===== src/rtl/spi_pkg.sv =====
// Shared definitions for the SPI slave / RAM controller pair: command codes,
// controller FSM states and the default address/data width.
package spi_pkg;

    localparam int ADDR_SIZE_DEFAULT = 8;

    localparam logic [1:0] CMD_WR_ADDR = 2'b00;
    localparam logic [1:0] CMD_WR_DATA = 2'b01;
    localparam logic [1:0] CMD_RD_ADDR = 2'b10;
    localparam logic [1:0] CMD_RD_DATA = 2'b11;

    typedef enum logic {
        IDLE    = 1'b0,
        TX_HOLD = 1'b1
    } state_e;

endpackage


===== src/rtl/spi_ram_array.sv =====
// Single-port synchronous RAM, MEM_DEPTH words of ADDR_SIZE bits, registered read.
// Contents are never reset; addresses beyond MEM_DEPTH read as zero and ignore writes.
module spi_ram_array #(
    parameter int ADDR_SIZE = 8,
    parameter int MEM_DEPTH = 256
) (
    input  logic                 clk,
    input  logic                 we,
    input  logic [ADDR_SIZE-1:0] addr,
    input  logic [ADDR_SIZE-1:0] din,
    output logic [ADDR_SIZE-1:0] dout
);

    localparam int IDX_W = (MEM_DEPTH > 1) ? $clog2(MEM_DEPTH) : 1;
    localparam logic [ADDR_SIZE:0] DEPTH = (ADDR_SIZE + 1)'(MEM_DEPTH);

    logic [ADDR_SIZE-1:0] mem [MEM_DEPTH];
    logic [ADDR_SIZE-1:0] dout_q;
    logic [IDX_W-1:0]     idx;
    logic                 hit;

    assign idx  = addr[IDX_W-1:0];
    assign hit  = ({1'b0, addr} < DEPTH);
    assign dout = dout_q;

    always_ff @(posedge clk) begin
        if (we && hit) begin
            mem[idx] <= din;
        end
        dout_q <= hit ? mem[idx] : '0;
    end

endmodule


===== src/rtl/spi_ram_ctrl.sv =====
// Command-decoding RAM controller behind the SPI slave. Define SPI_RAM_AUTO_INC_EN
// to make the write/read pointers post-increment after every data access.
module spi_ram_ctrl
    import spi_pkg::*;
#(
    parameter int ADDR_SIZE = ADDR_SIZE_DEFAULT,
    parameter int MEM_DEPTH = 256
) (
    input  logic                 clk,
    input  logic                 rst_n,
    input  logic [ADDR_SIZE+1:0] rx_data,
    input  logic                 rx_valid,
    output logic [ADDR_SIZE-1:0] tx_data,
    output logic                 tx_valid,
    output logic                 addr_err
);

`ifdef SPI_RAM_AUTO_INC_EN
    localparam bit AUTO_INC = 1'b1;
`else
    localparam bit AUTO_INC = 1'b0;
`endif

    localparam logic [ADDR_SIZE:0] DEPTH = (ADDR_SIZE + 1)'(MEM_DEPTH);

    function automatic logic in_range(input logic [ADDR_SIZE-1:0] a);
        return ({1'b0, a} < DEPTH);
    endfunction

    state_e               state_q, state_d;
    logic [ADDR_SIZE-1:0] wr_addr_q, wr_addr_d;
    logic [ADDR_SIZE-1:0] rd_addr_q, rd_addr_d;
    logic [ADDR_SIZE-1:0] tx_data_q, tx_data_d;
    logic                 tx_valid_q, tx_valid_d;
    logic                 addr_err_q, addr_err_d;
    logic                 rd_pend_q, rd_pend_d;
    logic                 rd_oor_q, rd_oor_d;

    logic [1:0]           cmd;
    logic [ADDR_SIZE-1:0] payload;
    logic                 ram_we;
    logic [ADDR_SIZE-1:0] ram_addr;
    logic [ADDR_SIZE-1:0] ram_dout;

    assign cmd     = rx_data[ADDR_SIZE+1:ADDR_SIZE];
    assign payload = rx_data[ADDR_SIZE-1:0];

    spi_ram_array #(
        .ADDR_SIZE(ADDR_SIZE),
        .MEM_DEPTH(MEM_DEPTH)
    ) u_ram (
        .clk (clk),
        .we  (ram_we),
        .addr(ram_addr),
        .din (payload),
        .dout(ram_dout)
    );

    always_comb begin
        state_d    = state_q;
        wr_addr_d  = wr_addr_q;
        rd_addr_d  = rd_addr_q;
        tx_data_d  = tx_data_q;
        tx_valid_d = tx_valid_q;
        addr_err_d = addr_err_q;
        rd_pend_d  = 1'b0;
        rd_oor_d   = rd_oor_q;
        ram_we     = 1'b0;
        ram_addr   = rd_addr_q;

        // The RAM word read on the RD_DATA edge lands in the hold register one cycle later
        if (rd_pend_q && state_q == TX_HOLD) begin
            tx_data_d  = rd_oor_q ? '0 : ram_dout;
            tx_valid_d = 1'b1;
        end

        if (rx_valid) begin
            case (cmd)
                CMD_WR_ADDR: wr_addr_d = payload;
                CMD_WR_DATA: begin
                    ram_addr = wr_addr_q;
                    if (in_range(wr_addr_q)) begin
                        ram_we = 1'b1;
                    end else begin
                        addr_err_d = 1'b1;
                    end
                    if (AUTO_INC) begin
                        wr_addr_d = wr_addr_q + 1'b1;
                    end
                end
                CMD_RD_ADDR: rd_addr_d = payload;
                default: begin
                    rd_pend_d = 1'b1;
                    rd_oor_d  = !in_range(rd_addr_q);
                    if (!in_range(rd_addr_q)) begin
                        addr_err_d = 1'b1;
                    end
                    if (AUTO_INC) begin
                        rd_addr_d = rd_addr_q + 1'b1;
                    end
                end
            endcase

            if (cmd == CMD_RD_DATA) begin
                state_d = TX_HOLD;
            end else begin
                state_d    = IDLE;
                tx_valid_d = 1'b0;
            end
        end
    end

    always_ff @(posedge clk or negedge rst_n) begin
        if (!rst_n) begin
            state_q    <= IDLE;
            wr_addr_q  <= '0;
            rd_addr_q  <= '0;
            tx_data_q  <= '0;
            tx_valid_q <= 1'b0;
            addr_err_q <= 1'b0;
            rd_pend_q  <= 1'b0;
            rd_oor_q   <= 1'b0;
        end else begin
            state_q    <= state_d;
            wr_addr_q  <= wr_addr_d;
            rd_addr_q  <= rd_addr_d;
            tx_data_q  <= tx_data_d;
            tx_valid_q <= tx_valid_d;
            addr_err_q <= addr_err_d;
            rd_pend_q  <= rd_pend_d;
            rd_oor_q   <= rd_oor_d;
        end
    end

    assign tx_data  = tx_data_q;
    assign tx_valid = tx_valid_q;
    assign addr_err = addr_err_q;

endmodule


===== config.mk =====
export PLATFORM = sky130hd
export DESIGN_NAME = spi_ram_ctrl
export DESIGN_NICKNAME = d
export VERILOG_FILES = /design/src/rtl/spi_pkg.sv /design/src/rtl/spi_ram_array.sv /design/src/rtl/spi_ram_ctrl.sv
export SDC_FILE = /design/constraint.sdc
export NUM_CORES = 2
export LEC_CHECK = 0
export CORE_UTILIZATION = 35
export CTS_BUF_LIST = sky130_fd_sc_hd__clkbuf_4
export DETAILED_ROUTE_END_ITERATION = 8
export PLACE_DENSITY = 0.53
export SETUP_SLACK_MARGIN = 0.5
export SLEW_MARGIN = 10
export SYNTH_ARGS = -nofsm -noshare
export SYNTH_HDL_FRONTEND = slang
export SYNTH_SLANG_ARGS = --single-unit

===== constraint.sdc =====
create_clock -name clk -period 2.7 [get_ports clk]
set_input_delay 0.405 -clock clk [delete_from_list [all_inputs] [get_ports clk]]
set_output_delay 0.405 -clock clk [all_outputs]
set_load 0.005 [all_outputs]

* Word level (Yosys, flattened, before mapping) *
Memory sizes are Yosys's and may differ from the RTL's. A register that Yosys moved wholly into a read port is not among the register bits.
Index checks and enable logic that the tools add are counted.

word-level totals
  logic and storage cells = 27
  output and inout port bits = 10
  register bits after elaboration = 27
  memories kept = 1
  input port bits = 13
  memory bits (writable) = 2048

memory list
  memory     depth  width  rd ports  clocked after memory_dff  wr ports  RTL line             text
  u_ram.mem  256    8      1         1                         1         spi_ram_array.sv:17  logic [ADDR_SIZE-1:0] mem [MEM_DEPTH];

cells by class
  mux-type cells = 12
  reduce and logical (&&, ||, !) cells = 5
  equality and inequality tests = 3

operators with widths
  cell                                            number
  2-to-1 mux 8 bit                                2
  2-to-1 mux 1 bit                                10
  == test 2 bit (second input constant)           2
  AND reduction 2 bit                             2
  OR reduction 3 bit                              1
  == test 2 x 1 -> 1 bit (second input constant)  1
  zero test 2 bit                                 1
  logical AND 1 bit                               1

* Longest topological paths before layout *
  depth after elaboration = 5
  depth in mapped cells = 14
  mapped depth without buffers = 8

* Cells and area by module *
Synthesis repeated with hierarchy kept, for this count alone.

second synthesis, totals
  cell total of the unflattened synthesis = 3619
  area total of the unflattened synthesis = 79621.4 sq um

modules (own cells, without submodules)
  module         cells an instance  area each (sq um)  sequential area each (sq um)  times used
  spi_ram_array  3547               78492.8            61659.1                       1
  spi_ram_ctrl   72                 1128.6             675.6                         1

* Worst setup path before layout *
Ideal clock, no wire load.

  path kind = input to register
  start = input rx_data[9]
  end = memory u_ram.mem[192][0] (enable)
  path slack = -0.356 ns
  required time = 2.330 ns
  library setup time = 0.370 ns
  path buffers = 5
  cell stages on the path = 9
  arrival = 2.686 ns
  path through = buf_4 -> nand3b_4 -> buf_6 -> buf_2 -> buf_2 -> or4_1 -> clkbuf_1 -> or3_1 -> nor2_1

on the way
  longest elaborated chain between the ends = 5
  elaborated cells on any way between the ends = 7
  those cells by class = eq/ne: 1; mux: 6

ends and longest elaborated chain
  what                                    RTL line             text
  start: declaration                      spi_ram_ctrl.sv:11   input logic [ADDR_SIZE+1:0] rx_data,
  == test 2 x 1 -> 1 bit *                -
  2-to-1 mux 1 bit                        spi_ram_ctrl.sv:78   case (cmd)
  2-to-1 mux 1 bit                        spi_ram_ctrl.sv:77   if (rx_valid) begin
  2-to-1 mux 1 bit                        spi_ram_array.sv:27  if (we && hit) begin
  2-to-1 mux 1 bit (not written as such)  spi_ram_array.sv:28  mem[idx] <= din;
  end: declaration                        spi_ram_array.sv:17

Every way passes the cells marked *; elsewhere a longest branch is shown, timed or not.

* Worst setup path in the final report *
  start = register wr_addr_q[0]
  end = register u_ram.dout_q[1] (netlist: u_ram.dout[1]), read port of u_ram.mem

on the way
  longest elaborated chain between the ends = 2

ends and longest elaborated chain
  what                      RTL line             text
  start: declaration        spi_ram_ctrl.sv:31   logic [ADDR_SIZE-1:0] wr_addr_q, wr_addr_d;
  start signal: assignment  spi_ram_ctrl.sv:125  wr_addr_q <= wr_addr_d;
  2-to-1 mux 8 bit          spi_ram_ctrl.sv:78
  2-to-1 mux 8 bit          spi_ram_ctrl.sv:77
  end: declaration          spi_ram_array.sv:18  logic [ADDR_SIZE-1:0] dout_q;

No other way between the ends.
A chain may end at the register's enable or synchronous reset.

==> flow_summary.yaml <==
synthesis:
  syn_area_per_cell_um2: 14.12
  synth_area_leader_cell: "edfxtp_1"
  async_flop_share: 0.01296
  yosysSeqAreaShare: 0.7627
  synthSimpleGateAreaFrac: 0.1094
  synth_area_leaders: "edfxtp_1 75%, nand2_1 6.5%, a21oi_1 2.7%, nand3_1 2.0%, mux2i_1 1.9%"
  synth_flop_cell: "edfxtp_1"
  synth.most_common_cell: "edfxtp_1"
  yosys_register_bits: 2083
  yosysWarnings: 0
  synth.distinct_cells: 47
  synth_commonest_cells: "2048 x edfxtp_1, 1424 x nand2_1, 442 x a21oi_1, 324 x nand3_1, 285 x nor2_1"
  syn-num-nets: 5799
  syn-instance-count: 5786
  synth_compound_area_frac: 0.07499
  syn_area_mm2: 0.08173
  synth_enable_flop_cells: 2048
  synth_top_area_frac: 0.7525
  synth_top_family_by_area: "simple AND/OR/NAND/NOR gates"
  synth_fa_ha_area_frac: 0
  synth_xor_area_frac: 0
  synth_mux_area_frac: 0.03105
die:
  die_w_um: 485.2
  core_mm2: 0.2323
  die_y_um: 485.2
  rows: 177
  die-area_mm2: 0.2354
  initial_utilization: 0.3518
  io_pins: 23
timing:
  period_needed_ns: 3.265
  setup_viol: 1012
  rsz0062_at_grt: "yes"
  fmax_ghz: 0.3063
  tightestPinTransition_ns: 1.196
  period_share: 1.209
  clock_skew_ns: 0.1327
  tns_ns: -79.99
  relSlewSlack: 0.1999
  hold_viol_final: 0
  whs_ns: 0.1438
  setup_ws_ns: -0.5649
  slew_viol_final: 0
grt:
  antenna_found_initial: 11
  grt_use_total: 0.2184
  grt_pass1_wl_um: 377300
  grt_pass1_vias: 55190
  gr-total-overflow: 0
  grt_max_degree: 77
clocking:
  cts_tree: "yes"
  cts_made_buffers: 568
  clkTransAtPathRegs_ns: 0.07
  ctsRootBufferMaster: "clkbuf_4"
  clockBufferDepth: 4
  cts_sinks: 2083
  insertion_delay_ns: 1.36
  cts_htree_levels: 6
drt:
  drtIter0Drc: 5766
  wl_per_cell_um: 25.23
  vias: 55960
  ant_nets: 0
  firstDrtPassIters: 7
  routed_wl_um: 264300
  vias_per_cell: 5.342
  route.detailed.drc: 0
setup_path:
  crit_fanout: 14
  reg2reg_setup_slack_ns: -0.56
  end_kind: "register"
  critPathRequiredTime_ns: 3.95
  cp.arrival_ns: 4.51
  worst_setup_path_start_kind: "register"
  crit_type: "register to register"
outcome:
  status: "finished, violations left"
  violations: "negative setup slack"
placement:
  io_buffers: 21
  dp_slack_ns: -1.846
  gp_congestion: 0.9072
  placedCellCount: 9304
  place.detailed.hpwl_um: 166600
power:
  power_density_mw_per_mm2: 747.7
  ir_drop_mv: 0.4836
  p_leak_nw: 36.82
final_layout:
  syn_to_final_growth_pct: 30.76
  fillers: 20430
  fin_cells: 10480
  drive_gt1_frac: 0.3263
  finalNetCount: 7074
hold_path:
  hold_class: "input pin to async pin"
job:
  maxCapViolCount: 0
==> worst max-delay path, cell delays in order (launching register included) <==
cell and delay [ns]:
dfrtp_1 0.37, and4b_2 0.25, buf_4 0.14, a21o_4 0.23, buf_12 0.16, buf_16 0.15
buf_4 0.18, a21oi_1 0.12, a22oi_1 0.16, o2111ai_1 0.38, a41oi_4 0.23, buf_6 0.19
nor4_4 0.35, buf_12 0.16, nand3_1 0.08
==> state kept, by name, indices dropped and copies added, names as in the netlist <==
register / cells
u_ram.dout: 8
state_q: 1
wr_addr_q: 8
tx_valid: 1
tx_data: 8
rd_pend_q: 1
u_ram.mem: 2048
rd_addr_q: 8
==> final timing paths <==
check | endpoint | start | depth (start not counted)
min reg2reg | tx_data[5] | u_ram.dout[5] | 1
min in group clk | u_ram.mem[189][2] | rx_data[2] | 2
min | rd_addr_q[0] | rst_n | 4
max reg2reg | u_ram.dout[1] | wr_addr_q[0] | 14
max in group asynchronous | tx_data[6] | rst_n | 4
max | u_ram.dout[1] | wr_addr_q[0] | 14
==> per-stage QoR <==
stage / total power [mW] / utilization / instance area (µm²)
2_1_floorplan: 43.08 / - / 83580
3_3_place_gp: 50.69 / 0.4077 / 94710
3_5_place_dp: 50.74 / 0.4077 / 94710
4_1_cts: 79.46 / 0.4472 / 103900
5_1_grt: 82.99 / 0.4600 / 106900
6_report: 79.90 / 0.4600 / 106900
==> cell families (layout without fill, tap and decap cells) <==
family                 count (synthesis)  in the layout
AND/OR/NAND/NOR                     2172           2172
flip-flops                          2083           2083
AO/OA/AOI/OAI                        934            934
buffers and inverters                384           2024
multiplexers                         212            212
other                                  1              8
==> layout make-up <==
type / count / area [µm²] / area share
multi-input combinational: 3319 / 20640 / 0.1932
clock buffer: 843 / 6329 / 0.05922
antenna: 7 / 17.52 / 0.0001639
timing repair buffer: 1087 / 13280 / 0.1243
clock inverter: 92 / 439.2 / 0.004110
tap: 3043 / 3807 / 0.03563
sequential: 2083 / 62340 / 0.5834
inverter: 2 / 7.507 / 0.00007025
==> timing repair <==
action,CTS,global route
endpoints found under the hold margin,2094,0
endpoints found under the setup margin,2065,2065
hold buffers,26,0
cloned,14,12
pin swaps,65,156
buffers inserted,61,117
gates resized for setup,229,266
==> cells in the final DEF, fill, tap and decap left out, types with 12 or more instances in the layout <==
master         instances
mux2i_2               16
buf_12               292
buf_6                 88
clkbuf_4             843
clkinv_1              64
nand3_1              308
a41oi_1               15
a221oi_1              99
dlygate4sd3_1         22
clkbuf_16             13
a32oi_1              109
a22oi_1               56
inv_2                 13
buf_16                18
edfxtp_1            2048
a221oi_2              18
dfrtp_1               20
buf_8                 33
a41oi_2               14
nor2_4               234
buf_4                599
nand2_2               13
a21oi_2               15
a31oi_1              100
mux4_2                28
nand3_2               12
nand4_1               78
mux2_2                27
a21oi_1              427
nor2_2                18
clkinv_2              12
o2111ai_1             31
mux2i_1              130
nand2_1             1398
nor2_1                33
==> power by group <==
group	internal (mW)	total (mW)	switching, mW	leakage, nW
logic	6.90	16.6	9.74	13.9
clock network	14.4	27.3	12.9	4.12
registers	35.7	36.0	0.248	18.8
==> routing by layer <==
| metal | wire length [µm] | part of all wire | up-vias | GRT usage |
|---|---|---|---|---|
| met1 | 112600 | 0.43 | 28310 | 0.3036 |
| li1 | - | - | 24870 | - |
| met5 | 33 | 0.00012 | - | 0 |
| met2 | 124300 | 0.47 | 2374 | 0.3416 |
| met3 | 20320 | 0.077 | 397 | 0.04071 |
| met4 | 7074 | 0.027 | 6 | 0.07705 |
No activity file was read; power rests on OpenSTA's default activity.
